**src/rtl/dcache_ctrl_if.sv**
```systemverilog
// Core, tag, memory and data-unit signals of the data-cache sequencer.
// master = the controller, slave = the surrounding core/tag/memory/array side.
`timescale 1ns/1ps
interface dcache_ctrl_if #(
  parameter int DATAWIDTH  = 32,
  parameter int INDEXWIDTH = 6
);
  logic                  core_req;
  logic                  core_write;
  logic [INDEXWIDTH-1:0] core_index;
  logic [1:0]            core_offset;
  logic [3:0]            core_wstrb;
  logic [DATAWIDTH-1:0]  core_wdata;
  logic                  core_ready;
  logic [DATAWIDTH-1:0]  core_rdata;

  logic                  tag_hit;
  logic                  tag_we;

  logic                  mem_req;
  logic                  mem_write;
  logic [INDEXWIDTH-1:0] mem_index;
  logic [1:0]            mem_offset;
  logic [3:0]            mem_wstrb;
  logic [DATAWIDTH-1:0]  mem_wdata;
  logic                  mem_ready;
  logic [DATAWIDTH-1:0]  mem_rdata;

  logic                  cs_data;
  logic                  oe_data;
  logic [3:0]            web_data;
  logic [3:0]            sel_dataunit_in;
  logic [1:0]            sel_dataunit_out;
  logic [INDEXWIDTH-1:0] addr_index;
  logic [DATAWIDTH-1:0]  dataunit_in;
  logic [DATAWIDTH-1:0]  dataunit_out;

  modport master (
    input  core_req, core_write, core_index, core_offset, core_wstrb, core_wdata,
    output core_ready, core_rdata,
    input  tag_hit,
    output tag_we,
    output mem_req, mem_write, mem_index, mem_offset, mem_wstrb, mem_wdata,
    input  mem_ready, mem_rdata,
    output cs_data, oe_data, web_data, sel_dataunit_in, sel_dataunit_out,
    output addr_index, dataunit_in,
    input  dataunit_out
  );

  modport slave (
    output core_req, core_write, core_index, core_offset, core_wstrb, core_wdata,
    input  core_ready, core_rdata,
    output tag_hit,
    input  tag_we,
    input  mem_req, mem_write, mem_index, mem_offset, mem_wstrb, mem_wdata,
    output mem_ready, mem_rdata,
    input  cs_data, oe_data, web_data, sel_dataunit_in, sel_dataunit_out,
    input  addr_index, dataunit_in,
    output dataunit_out
  );
endinterface

```
**src/rtl/dcache_ctrl.sv**
```systemverilog
// Sequencer for the write-through, no-write-allocate data cache: read hit 3 cycles, fill >=6, write = mem_ready+1.
// One request in flight; memory stalls via mem_ready, core_req is only sampled in IDLE.
`timescale 1ns/1ps
module dcache_ctrl #(
  parameter int DATAWIDTH  = 32,
  parameter int INDEXWIDTH = 6
) (
  input  logic          clk,
  input  logic          rst_n,
  dcache_ctrl_if.master bus
);

  typedef enum logic [2:0] {IDLE, LOOKUP, RD, FILL, WRITE, RESP} state_e;

  state_e                state_q, state_d;
  logic                  write_q, write_d;
  logic                  hit_q, hit_d;
  logic                  first_q, first_d;
  logic [INDEXWIDTH-1:0] index_q, index_d;
  logic [1:0]            offset_q, offset_d;
  logic [1:0]            cnt_q, cnt_d;
  logic [3:0]            wstrb_q, wstrb_d;
  logic [DATAWIDTH-1:0]  wdata_q, wdata_d;
  logic [DATAWIDTH-1:0]  rdata_q, rdata_d;

  always_ff @(posedge clk) begin
    if (!rst_n) begin
      state_q  <= IDLE;
      write_q  <= 1'b0;
      hit_q    <= 1'b0;
      first_q  <= 1'b0;
      index_q  <= '0;
      offset_q <= '0;
      cnt_q    <= '0;
      wstrb_q  <= '0;
      wdata_q  <= '0;
      rdata_q  <= '0;
    end else begin
      state_q  <= state_d;
      write_q  <= write_d;
      hit_q    <= hit_d;
      first_q  <= first_d;
      index_q  <= index_d;
      offset_q <= offset_d;
      cnt_q    <= cnt_d;
      wstrb_q  <= wstrb_d;
      wdata_q  <= wdata_d;
      rdata_q  <= rdata_d;
    end
  end

  assign bus.core_rdata = rdata_q;
  assign bus.addr_index = index_q;
  assign bus.mem_index  = index_q;

  // Outputs are forced to their idle values while rst_n is low so a reset
  // landing mid-fill can never complete a beat or install the tag.
  always_comb begin
    state_d  = state_q;
    write_d  = write_q;
    hit_d    = hit_q;
    first_d  = first_q;
    index_d  = index_q;
    offset_d = offset_q;
    cnt_d    = cnt_q;
    wstrb_d  = wstrb_q;
    wdata_d  = wdata_q;
    rdata_d  = rdata_q;

    bus.core_ready       = 1'b0;
    bus.tag_we           = 1'b0;
    bus.mem_req          = 1'b0;
    bus.mem_write        = 1'b0;
    bus.mem_offset       = '0;
    bus.mem_wstrb        = '0;
    bus.mem_wdata        = '0;
    bus.cs_data          = 1'b0;
    bus.oe_data          = 1'b0;
    bus.web_data         = 4'hF;
    bus.sel_dataunit_in  = '0;
    bus.sel_dataunit_out = '0;
    bus.dataunit_in      = '0;

    if (rst_n) begin
      unique case (state_q)
        IDLE: begin
          if (bus.core_req) begin
            write_d  = bus.core_write;
            index_d  = bus.core_index;
            offset_d = bus.core_offset;
            wstrb_d  = bus.core_wstrb;
            wdata_d  = bus.core_wdata;
            state_d  = LOOKUP;
          end
        end
        LOOKUP: begin
          bus.cs_data = 1'b1;
          bus.oe_data = 1'b1;
          if (write_q) begin
            hit_d   = bus.tag_hit;
            first_d = 1'b1;
            state_d = WRITE;
          end else if (bus.tag_hit) begin
            state_d = RD;
          end else begin
            cnt_d   = '0;
            state_d = FILL;
          end
        end
        RD: begin
          bus.sel_dataunit_out = offset_q;
          rdata_d              = bus.dataunit_out;
          state_d              = RESP;
        end
        FILL: begin
          bus.mem_req    = 1'b1;
          bus.mem_offset = cnt_q;
          if (bus.mem_ready) begin
            bus.cs_data         = 1'b1;
            bus.sel_dataunit_in = 4'b0001 << cnt_q;
            bus.web_data        = 4'h0;
            bus.dataunit_in     = bus.mem_rdata;
            if (cnt_q == offset_q) rdata_d = bus.mem_rdata;
            cnt_d = cnt_q + 2'd1;
            if (cnt_q == 2'd3) begin
              bus.tag_we = 1'b1;
              state_d    = RESP;
            end
          end
        end
        WRITE: begin
          bus.mem_req    = 1'b1;
          bus.mem_write  = 1'b1;
          bus.mem_offset = offset_q;
          bus.mem_wstrb  = wstrb_q;
          bus.mem_wdata  = wdata_q;
          first_d        = 1'b0;
          // The array copy is updated once, while memory may stall for longer.
          if (hit_q && first_q) begin
            bus.cs_data         = 1'b1;
            bus.sel_dataunit_in = 4'b0001 << offset_q;
            bus.web_data        = ~wstrb_q;
            bus.dataunit_in     = wdata_q;
          end
          if (bus.mem_ready) state_d = RESP;
        end
        RESP: begin
          bus.core_ready = 1'b1;
          state_d        = IDLE;
        end
        default: state_d = IDLE;
      endcase
    end
  end

endmodule
```
**src/flat_wrapper.sv**
```systemverilog
// flat-port wrapper written by rule: the top's interface ports become plain ports
module dcache_ctrl_flat 
#(
  parameter int DATAWIDTH  = 32,
  parameter int INDEXWIDTH = 6
)
  (clk, rst_n, bus_core_req, bus_core_write, bus_core_index, bus_core_offset, bus_core_wstrb, bus_core_wdata, bus_core_ready, bus_core_rdata, bus_tag_hit, bus_tag_we, bus_mem_req, bus_mem_write, bus_mem_index, bus_mem_offset, bus_mem_wstrb, bus_mem_wdata, bus_mem_ready, bus_mem_rdata, bus_cs_data, bus_oe_data, bus_web_data, bus_sel_dataunit_in, bus_sel_dataunit_out, bus_addr_index, bus_dataunit_in, bus_dataunit_out);
  dcache_ctrl_if #(.DATAWIDTH(DATAWIDTH), .INDEXWIDTH(INDEXWIDTH)) bus_i ();
  input  logic clk;
  input  logic rst_n;
  input wire logic [$bits(bus_i.core_req)-1:0] bus_core_req;
  input wire logic [$bits(bus_i.core_write)-1:0] bus_core_write;
  input wire logic [$bits(bus_i.core_index)-1:0] bus_core_index;
  input wire logic [$bits(bus_i.core_offset)-1:0] bus_core_offset;
  input wire logic [$bits(bus_i.core_wstrb)-1:0] bus_core_wstrb;
  input wire logic [$bits(bus_i.core_wdata)-1:0] bus_core_wdata;
  output wire logic [$bits(bus_i.core_ready)-1:0] bus_core_ready;
  output wire logic [$bits(bus_i.core_rdata)-1:0] bus_core_rdata;
  input wire logic [$bits(bus_i.tag_hit)-1:0] bus_tag_hit;
  output wire logic [$bits(bus_i.tag_we)-1:0] bus_tag_we;
  output wire logic [$bits(bus_i.mem_req)-1:0] bus_mem_req;
  output wire logic [$bits(bus_i.mem_write)-1:0] bus_mem_write;
  output wire logic [$bits(bus_i.mem_index)-1:0] bus_mem_index;
  output wire logic [$bits(bus_i.mem_offset)-1:0] bus_mem_offset;
  output wire logic [$bits(bus_i.mem_wstrb)-1:0] bus_mem_wstrb;
  output wire logic [$bits(bus_i.mem_wdata)-1:0] bus_mem_wdata;
  input wire logic [$bits(bus_i.mem_ready)-1:0] bus_mem_ready;
  input wire logic [$bits(bus_i.mem_rdata)-1:0] bus_mem_rdata;
  output wire logic [$bits(bus_i.cs_data)-1:0] bus_cs_data;
  output wire logic [$bits(bus_i.oe_data)-1:0] bus_oe_data;
  output wire logic [$bits(bus_i.web_data)-1:0] bus_web_data;
  output wire logic [$bits(bus_i.sel_dataunit_in)-1:0] bus_sel_dataunit_in;
  output wire logic [$bits(bus_i.sel_dataunit_out)-1:0] bus_sel_dataunit_out;
  output wire logic [$bits(bus_i.addr_index)-1:0] bus_addr_index;
  output wire logic [$bits(bus_i.dataunit_in)-1:0] bus_dataunit_in;
  input wire logic [$bits(bus_i.dataunit_out)-1:0] bus_dataunit_out;
  assign bus_i.core_req = bus_core_req;
  assign bus_i.core_write = bus_core_write;
  assign bus_i.core_index = bus_core_index;
  assign bus_i.core_offset = bus_core_offset;
  assign bus_i.core_wstrb = bus_core_wstrb;
  assign bus_i.core_wdata = bus_core_wdata;
  assign bus_core_ready = bus_i.core_ready;
  assign bus_core_rdata = bus_i.core_rdata;
  assign bus_i.tag_hit = bus_tag_hit;
  assign bus_tag_we = bus_i.tag_we;
  assign bus_mem_req = bus_i.mem_req;
  assign bus_mem_write = bus_i.mem_write;
  assign bus_mem_index = bus_i.mem_index;
  assign bus_mem_offset = bus_i.mem_offset;
  assign bus_mem_wstrb = bus_i.mem_wstrb;
  assign bus_mem_wdata = bus_i.mem_wdata;
  assign bus_i.mem_ready = bus_mem_ready;
  assign bus_i.mem_rdata = bus_mem_rdata;
  assign bus_cs_data = bus_i.cs_data;
  assign bus_oe_data = bus_i.oe_data;
  assign bus_web_data = bus_i.web_data;
  assign bus_sel_dataunit_in = bus_i.sel_dataunit_in;
  assign bus_sel_dataunit_out = bus_i.sel_dataunit_out;
  assign bus_addr_index = bus_i.addr_index;
  assign bus_dataunit_in = bus_i.dataunit_in;
  assign bus_i.dataunit_out = bus_dataunit_out;
  dcache_ctrl #(.DATAWIDTH(DATAWIDTH), .INDEXWIDTH(INDEXWIDTH)) u_core (.clk(clk), .rst_n(rst_n), .bus(bus_i));
endmodule
```
**config.mk**
```make
export PLATFORM = sky130hd
export DESIGN_NAME = dcache_ctrl_flat
export DESIGN_NICKNAME = d
export VERILOG_FILES = /design/src/rtl/dcache_ctrl_if.sv /design/src/rtl/dcache_ctrl.sv /design/src/flat_wrapper.sv
export SDC_FILE = /design/constraint.sdc
export NUM_CORES = 1
export LEC_CHECK = 0
export ABC_AREA = 0
export CAP_MARGIN = 10
export CORE_MARGIN = 1
export CORE_UTILIZATION = 25
export DETAILED_ROUTE_END_ITERATION = 16
export PLACE_DENSITY = 0.63
export SLEW_MARGIN = 30
export SYNTH_ARGS = -nofsm -noshare
export SYNTH_HDL_FRONTEND = slang
export SYNTH_SLANG_ARGS = --single-unit
export TNS_END_PERCENT = 30
```
**constraint.sdc**
```tcl
create_clock -name clk -period 2 [get_ports clk]
set_input_delay 0.2 -clock clk [delete_from_list [all_inputs] [get_ports clk]]
set_output_delay 0.2 -clock clk [all_outputs]
set_load 0.01 [all_outputs]
```
# Word level (Yosys, flattened, before mapping)
# Cells that the tools add are included.
[word_totals]
latchBits = 0
mem_bits_ro = 0
mem_count = 0
word_cells = 93
out_inout_bits = 130
mem_bits_rw = 0
ff_bits = 84
[op_classes]
muxes = 52
bitwise_logic = 1
addsub = 1
n_reduce_logical = 12
n_lt_le_gt_ge = 0
eq_ne = 15
n_div = 0
multipliers = 0
shift = 2
[op_table]
columns = ["operator", "n"]
rows = [
  ["$mux 32", 7],
  ["$pmux 32 s2", 2],
  ["$mux 4", 8],
  ["$mux 1", 17],
  ["$pmux 4 s2", 2],
  ["$mux 3", 5],
  ["$pmux 3 s5", 1],
  ["$mux 2", 6],
  ["$ne 2x2->1 const B", 5],
  ["$pmux 2 s2", 2],
  ["$reduce_and 4->1", 2],
  ["$shl 1x2->4 const A", 2],
  ["$eq 3x2->1 const B", 2],
  ["$eq 3x3->1 const B", 2],
  ["$ne 2x1->1 const B", 3],
  ["$reduce_and 2->1", 3],
  ["$reduce_bool 2->1", 3],
  ["$not 4->4", 1],
  ["$eq 3x1->1 const B", 1],
  ["$logic_not 3->1", 1],
  ["$pmux 1 s3", 1],
  ["$reduce_and 3->1", 1],
  ["$add 2x1->2 const B", 1],
  ["$eq 2x2->1", 1],
  ["4 further kinds", 4],
]

# Logic depth before layout (Yosys ltp)
[logic_depth]
depth_word = 5
depth_mapped = 6
mapped_depth_nobuf = 4

# Worst setup path before layout
# No wires, ideal clock.
[synth_path]
path_type = "register to output"
from = "register u_core.state_q[2]"
to = "output port bus_sel_dataunit_in[1]"
t_required_ps = 1800
slack_ps = 402
arrival_ps = 1398
stages_incl_launch_ff = 6
cell_sequence = "dfxtp_1 > buf_4 > nor3b_4 > buf_2 > nand4b_1 > a21oi_1"
[synth_between]
elab_chain_len = 3
[synth_rtl]
columns = ["item", "line_no", "rtl"]
rows = [
  ["start: declaration", "dcache_ctrl.sv:15", "state_e state_q, state_d;"],
  ["start signal: assignment", "dcache_ctrl.sv:39", "state_q <= state_d;"],
  ["$eq 3x3->1 / $eq 3x2->1 (equally long branches)", "dcache_ctrl.sv:85", "unique case (state_q)"],
  ["$pmux 4 s2 *", "dcache_ctrl.sv:85", ""],
  ["$mux 4 *", "dcache_ctrl.sv:84", "if (rst_n) begin"],
  ["end: declaration", "flat_wrapper.sv:32", "output wire logic [$bits(bus_i.sel_dataunit_in)-1:0] bus_sel_dataunit_in;"],
]
# Every way passes the cells marked *; elsewhere a longest branch is shown, timed or not.

# Worst setup path after layout
[layout_path]
from = "register u_core.state_q[2]"
to = "output port bus_dataunit_in[11]"
[layout_between]
elab_chain_len = 3
[layout_rtl]
columns = ["item", "line_no", "rtl"]
rows = [
  ["$eq 3x3->1 / $eq 3x2->1 (equally long branches)", "dcache_ctrl.sv:85", ""],
  ["$pmux 32 s2 *", "dcache_ctrl.sv:85", ""],
  ["$mux 32 *", "dcache_ctrl.sv:84", ""],
  ["end: declaration", "flat_wrapper.sv:35", "output wire logic [$bits(bus_i.dataunit_in)-1:0] bus_dataunit_in;"],
]
# Marked as above.

==> impl_metrics.toml <==
[sta]
post-route-period-util_pct = 101.3
setup_slack_ns = -0.02676
fin_worst_skew_ns = 0.005416
rsz0062_at_grt = "true"
hold_ws_ns = 0.3895
min_period_ns = 2.027
slew_violations = 0
tightest_slew_ns = 0.6035
setup_viol = 1
hold_viol_final = 0
slew_headroom_pct = 58.73
max_freq_ghz = 0.4934

[route]
ant_nets = 0
wirelength_met1_um = 9245
routed.top_layer = "met4"
wl_per_cell_um = 19.40
route.met3.wl_um = 1288
initialDrtViolationCount = 323
drc = 0
wl_um = 20680
vias_per_cell = 5.059
wl_met2_um = 9766
vias = 5393
dr.pass1.iters = 5

[worst_setup_path]
crit_path_start_kind = "flip-flop"
end_kind = "output port"
crit_chain = "buf_6, and4b_4, buf_6, buf_8, buf_6, a32oi_1, nor2_1, buf_2"
crit_buf_inv = 5
crit_family = "buffers and inverters"
criticalPathCategory = "reg -> out"
required_ns = 1.80
slowest_stage = "and4b_4"
path_common_cell = "buf_6"
path_max_fanout = 7
slowest_delay_ns = 0.38
cp.arrival_ns = 1.83

[floorplanning]
die_w_um = 139.3
die_area_um2 = 19400
std_cell_rows = 49
die_height_um = 139.3
coreArea_um2 = 18210
initial_core_util_pct = 25.87
io_pins = 244

[placement]
hpwl_um = 14760
gp_routability_congestion = 0.8853
io_buffer_count = 243
dpl-instance-area_um2 = 7543

[cts]
cts_tree = "built"
htreeDepth = 3
clock_path_buffers = 2
clkLatencyLatePin_ns = 0.35
clkSinkCount = 84
cts_root_buf = "clkbuf_16"
clk_pin_slew_ns = 0.07
postCtsHoldBufs = 0
cts_buffers = 9

[global_routing]
overflow = 0
grt_max_degree = 46
grt_pass1_wl_um = 30620
track_usage_pct = 20.75
antenna_found_initial = 0
grt_pass1_vias = 5057

[synthesis]
synth-edff-count = 0
synth_top_area_share_pct = 35.70
syn_nets = 688
synthArstFlopShare_pct = 0
netlist_area_um2 = 4711
synthCells = 570
synth_area_per_cell_um2 = 8.265
yosysMostFrequentCell = "nand2_1"
post-synth-top-area-cell = "dfxtp_1"
ys.flop_type = "dfxtp_1"
yosys-top-cells-area = "dfxtp_1 36%, nand2_1 7.7%, mux2i_1 7.0%, a32oi_1 6.1%, a311oi_1 5.9%"
yosysWarnings = 0
ys_types = 45
yosysSeqAreaShare_pct = 35.70
yosys_register_bits = 84
synthTopCellsByCount = "97 x nand2_1, 84 x dfxtp_1, 55 x a21oi_1"

[status]
violations = "negative setup slack"
outcome = "finished with violations"

[pwr]
ir_drop_mv = 0.4002
leakagePower_uw = 0.003065
powerDensity_nw_per_um2 = 633.0

[cells_and_area]
layout-drive-gt1-share_pct = 24.97
nNetsFinal = 950
insertedDiodeCount = 0
fin_area_um2 = 7929
layout-area-overhead-vs-synth_pct = 68.31

[flow_run]
cap_violations = 0

[worst_hold_path]
hp-class = "in -> reg"
## worst min-delay path: stages
cell	delay [ns]
clkdlybuf4s50_1	0.39
nand2_1	0.05
a21oi_1	0.05
## cell type report
class                   instances  area, um2
fillers                      1824      10280
well taps                     229      286.5
repair buffers                322       2959
inverters                       5      18.77
multi-input cells             410       2690
flip-flops and latches         84       1690
clock inverters                 7      58.81
clock buffers                   9      225.2
## cell families (layout without fill, tap and decap cells)
family / after synthesis / in the layout / synth area share (%)
buffers and inverters: 76 / 343 / 8.871
adder cells (fa/ha/maj): 4 / 4 / 1.062
AND/OR/NAND/NOR: 202 / 202 / 21.38
AO/OA/AOI/OAI: 169 / 169 / 25.60
XOR/XNOR: 2 / 2 / 0.3719
flip-flops: 84 / 84 / 35.70
multiplexers: 33 / 33 / 7.012
## flip-flops by register name, summed over array words and instances, names as in the netlist
signal / cells
u_core.offset_q: 2
u_core.bus.core_rdata: 32
u_core.first_q: 1
u_core.bus.addr_index: 6
u_core.state_q: 3
u_core.hit_q: 1
u_core.write_q: 1
u_core.wdata_q: 32
u_core.wstrb_q: 4
u_core.cnt_q: 2
## cells in the final DEF, fill, tap and decap left out, drive strengths merged, types with 4 or more instances in the layout
master,Yosys,final
clkdlybuf4s50,0,157
buf,49,153
nand2,97,97
dfxtp,84,84
a21oi,55,55
and2,39,39
nor2,38,38
a32oi,33,33
mux2i,33,33
a311oi,32,32
a211oi,32,32
clkbuf,22,17
inv,5,8
and3,7,7
o21ai,7,7
ha,4,4
## final timing paths
check | startpoint | endpoint | slack [ns] | cells after the start
min reg2reg | u_core.wstrb_q[1]$_SDFFE_PN0P_ | u_core.wstrb_q[1]$_SDFFE_PN0P_ | 0.47 | 2
max reg2reg | u_core.state_q[0]$_SDFFE_PN0P_ | u_core.bus.core_rdata[1]$_SDFFE_PN0P_ | 0.12 | 6
max | u_core.state_q[2]$_SDFFE_PN0P_ | bus_dataunit_in[11] | -0.03 | 8
min | bus_core_wstrb[3] | u_core.wstrb_q[3]$_SDFFE_PN0P_ | 0.39 | 3
## per-stage QoR
| stage | util, % | std cells | total power [uW] | worst slack (ns) | setup TNS [ns] |
|---|---|---|---|---|---|
| finish | 43.54 | 1066 | 5019 | -0.02676 | -0.02676 |
| global route | 43.54 | 1066 | 5253 | -0.08566 | -0.9827 |
| CTS | 42.92 | 1061 | 5048 | -0.1929 | -0.5814 |
| detailed placement | 41.43 | 1022 | 3341 | -0.2638 | -11.05 |
| global placement | 41.43 | 1022 | 3333 | -0.2431 | -9.690 |
| floorplan | - | 570 | 2628 | 0.4021 | 0 |
## power breakdown
part | internal (uW) | total, uW | switching (uW)
sequential | 1830 | 1980 | 144
clock | 862 | 1630 | 766
combinational | 761 | 1410 | 651
total | 3460 | 5020 | 1560
## timing repair
action                     4_1_cts  5_1_grt
cloned                           2        2
pin swaps                        6       11
setup endpoints to repair       86       87
resized for setup              340       52
setup buffers                   21        6
## metal layers
metal  GRT usage, %  vias up
met1          27.20     2587
met4          6.784        0
met5              0        -
met3          4.714       25
li1               -     2606
met2          33.54      175
No activity file was read; power rests on OpenSTA's default activity.
==> patch 1 (same flow settings) <==
Encoding of `state_e`: now one-hot (6 bits for 6 states).
--- a/src/rtl/dcache_ctrl.sv
+++ b/src/rtl/dcache_ctrl.sv
@@ -10,7 +10,7 @@
   dcache_ctrl_if.master bus
 );
 
-  typedef enum logic [2:0] {IDLE, LOOKUP, RD, FILL, WRITE, RESP} state_e;
+  typedef enum logic [5:0] {IDLE = 6'b000001, LOOKUP = 6'b000010, RD = 6'b000100, FILL = 6'b001000, WRITE = 6'b010000, RESP = 6'b100000} state_e;
 
   state_e                state_q, state_d;
   logic                  write_q, write_d;
Function: same outputs for any inputs over 4 cycles, from zero or initial values and one cycle with rst_n low; so few cycles prove little.
==> patch 1 against the unedited design <==
- the flow still finishes with violations (negative setup slack)
- area after synthesis down 2.9%
- wire length shrank 2.0%
- cell area increased by 5.8%
- worst setup slack worse by 0.39 ns
- critical path depth down 1
- register-to-register slack got worse by 0.32 ns
- sequential cell count grew 3
- critical path type unchanged
Power is not compared: it rests on default switching activity, and its combinational part moved more than twofold at a synthesized area within 25%.
==> patch 1: results (changes against the unedited design) <==
crit_end: "bus_dataunit_in[27]"
finalSetupViolations: 114  # +113
grt_pass1_vias: 5119  # +1.2%
gp_congestion: 0.828  # -6.5%
wl_met3_um: 1440  # +12%
violations: "negative setup slack"
skew_ns: 0.0113  # +0.00589 ns
setup_ws_ns: -0.413  # -0.386 ns
routed_wl_um: 20300  # -2.0%
postCtsSetupBuffers: 10  # -52%
hpwlAfterDp_um: 13500  # -8.6%
synth.distinct_cells: 44  # -2.2%
drt-initial-drc-count: 241  # -25%
hp-start: "rst_n"
met1_length_um: 8420  # -8.9%
num_vias: 5460  # +1.2%
grt_usage_pct: 20.2  # -0.51 points
grt_start_max_net_pins: 59  # +28%
r2r_end: "u_core.bus.core_rdata[22]"
grt_util_met2_pct: 34.0  # +0.41 points
yosysSeqAreaShare_pct: 38.1  # +2.4 points
outcome: "finished, violations left"
grt_pass1_wl_um: 28700  # -6.2%
synth.area.top_cells: "dfxtp_1, nand2_1, a21boi_0"
r2r_slack_ns: -0.20  # -0.32 ns
ctsResizeCount: 384  # +13%
grtUsageMet3_pct: 4.05  # -0.67 points
==> patch 1: stage by stage <==
stage | setup TNS, ns | power [uW] | util, % | instance area, um^2 | hold slack, ns
2_1_floorplan | -0.397 | 2150 | - | 4680 | 0.345
3_3_place_gp | -33.56 | 2560 | 42.2 | 7580 | 0.465
3_5_place_dp | -34.70 | 2570 | 42.2 | 7580 | 0.469
4_1_cts | -32.17 | 4180 | 44.3 | 7960 | 0.197
5_1_grt | -41.64 | 4340 | 46.7 | 8390 | 0.240
6_report | -32.69 | 4150 | 46.7 | 8390 | 0.240
==> patch 1: cells by family (layout without fill, tap and decap cells) <==
| kind of cell | Yosys count | after routing | share of synthesized area [%] |
|---|---|---|---|
| xor gates and xnor gates | 2 | 2 | 0.383 |
| adders and majority gates | 4 | 4 | 1.09 |
| buffers and inverters | 74 | 338 | 7.11 |
| muxes | 1 | 1 | 0.219 |
| AOI/OAI and AO/OA | 166 | 166 | 26.2 |
| and+or+nand+nor | 272 | 273 | 26.9 |
| DFF | 87 | 87 | 38.1 |
==> patch 1: critical path, stage by stage (launching register included) <==
cell,delay [ns]
dfxtp_2,0.32
or4_4,0.59
buf_6,0.15
a21oi_4,0.26
nand2_4,0.15
buf_12,0.19
nor2_4,0.10
buf_6,0.11
==> patch 1: cell type report <==
type,count,area (um^2)
fillers,1770,9580
repair buffers,316,3140
multi-input cells,446,2920
flip-flops and latches,87,1740
well taps,229,287
clock buffers,12,246
inverters,7,26.3
clock inverters,3,20.0
==> patch 1: power groups by stage <==
stage                     combinational, uW  sequential (uW)  clock, uW
after floorplan                         255             1900          0
after global placement                  646             1920          0
after detailed placement                649             1920          0
after CTS                               673             1880       1630
after global routing                    748             1900       1700
final                                   686             1880       1580
==> patch 2 (same settings) <==
Made on the original files. `INDEXWIDTH` is set to 6 in 3 places; all go to 4.
--- a/src/rtl/dcache_ctrl_if.sv
+++ b/src/rtl/dcache_ctrl_if.sv
@@ -3,7 +3,7 @@
 `timescale 1ns/1ps
 interface dcache_ctrl_if #(
   parameter int DATAWIDTH  = 32,
-  parameter int INDEXWIDTH = 6
+  parameter int INDEXWIDTH = 4
 );
   logic                  core_req;
   logic                  core_write;
--- a/src/rtl/dcache_ctrl.sv
+++ b/src/rtl/dcache_ctrl.sv
@@ -3,7 +3,7 @@
 `timescale 1ns/1ps
 module dcache_ctrl #(
   parameter int DATAWIDTH  = 32,
-  parameter int INDEXWIDTH = 6
+  parameter int INDEXWIDTH = 4
 ) (
   input  logic          clk,
   input  logic          rst_n,
--- a/src/flat_wrapper.sv
+++ b/src/flat_wrapper.sv
@@ -2,7 +2,7 @@
 module dcache_ctrl_flat 
 #(
   parameter int DATAWIDTH  = 32,
-  parameter int INDEXWIDTH = 6
+  parameter int INDEXWIDTH = 4
 )
   (clk, rst_n, bus_core_req, bus_core_write, bus_core_index, bus_core_offset, bus_core_wstrb, bus_core_wdata, bus_core_ready, bus_core_rdata, bus_tag_hit, bus_tag_we, bus_mem_req, bus_mem_write, bus_mem_index, bus_mem_offset, bus_mem_wstrb, bus_mem_wdata, bus_mem_ready, bus_mem_rdata, bus_cs_data, bus_oe_data, bus_web_data, bus_sel_dataunit_in, bus_sel_dataunit_out, bus_addr_index, bus_dataunit_in, bus_dataunit_out);
   dcache_ctrl_if #(.DATAWIDTH(DATAWIDTH), .INDEXWIDTH(INDEXWIDTH)) bus_i ();
Interface: changed (resized bus_addr_index, bus_core_index and bus_mem_index); port bits go from 244 to 238. The function was not compared with the original's and may differ.
==> patch 2 against the unedited design <==
- worst setup slack improved by 0.0094 ns
- wire length is 2.6% lower
- critical endpoint is now bus_mem_wdata[23]
- the flow still finishes with violations (negative setup slack)
- via count fell by 3.7%
- cell area fell by 1.2%
- area after synthesis rose by 1.8%
- highest routed layer unchanged
- global-route usage down 0.85 points
- sequential cell count decreased by 2
- non-clock buffer count fell by 32
- fmax is 0.46% higher
- total power grew 8.5%
- clock skew down 0.0013 ns
- synthesized cell count decreased by 1.6%
==> patch 2: results (changes against the unedited design) <==
r2r_slack_ns: 0.18  # +0.06 ns
crit_end: "bus_mem_wdata[23]"
power_report.internal_total_uw: 3720  # +7.6%
switching_share_pct: 31.7  # +0.58 points
drt-initial-drc-count: 230  # -29%
setup_ws_ns: -0.0174  # +0.00936 ns
synth_compound_area_share_pct: 26.5  # +0.89 points
synth_commonest_cells: "nand2_1, dfxtp_1, a21oi_1, and2_1, nor2_1"
syn_nets: 677  # -1.6%
outcome: "finished, violations left"
synthCells: 561  # -1.6%
routedWlPerCell_um: 19.5  # +0.74%
grtUsageMet3_pct: 3.66  # -1.1 points
place_area_um2: 7520  # -0.35%
finalSetupViolations: 8  # +7
grt_start_max_net_pins: 81  # +76%
hpwlAfterDp_um: 13600  # -8.0%
grt_util_met2_pct: 34.3  # +0.81 points
grt_usage_pct: 19.9  # -0.85 points
fillerInstances: 1916  # +5.0%
startpoint: "u_core.state_q[1]"
postCtsSetupBuffers: 3  # -86%
crit_fanout: 5  # -2
violations: "negative setup slack"
routed_wl_um: 20100  # -2.6%
-- patch 2: cell types whose count changed after synthesis, moves of 3 or more --
cell,delta
a211oi_2,+12
buf_2,-5
clkbuf_1,-6
buf_6,+8
nand2_1,-3
a211oi_1,-11
a2111oi_0,-3
-- patch 2: worst min path at each step --
stage / end / slack, ns / depth (start not counted)
finish: u_core.wdata_q[3] / 0.40 / 3
global route: u_core.wdata_q[5] / 0.40 / 3
CTS: u_core.wdata_q[3] / 0.38 / 3
detailed placement: u_core.wstrb_q[1] / 0.46 / 2
global placement: u_core.wstrb_q[0] / 0.45 / 2
floorplan: u_core.wstrb_q[0] / 0.34 / 2
-- patch 2: cell type report --
class	count	area [um^2]	area share (%)
inverters	4	16.3	0.208
flip-flops and latches	82	1650	21.1
well taps	234	293	3.74
clock buffers	10	229	2.92
multi-input cells	405	2730	34.9
clock inverters	6	57.6	0.735
repair buffers	290	2860	36.4
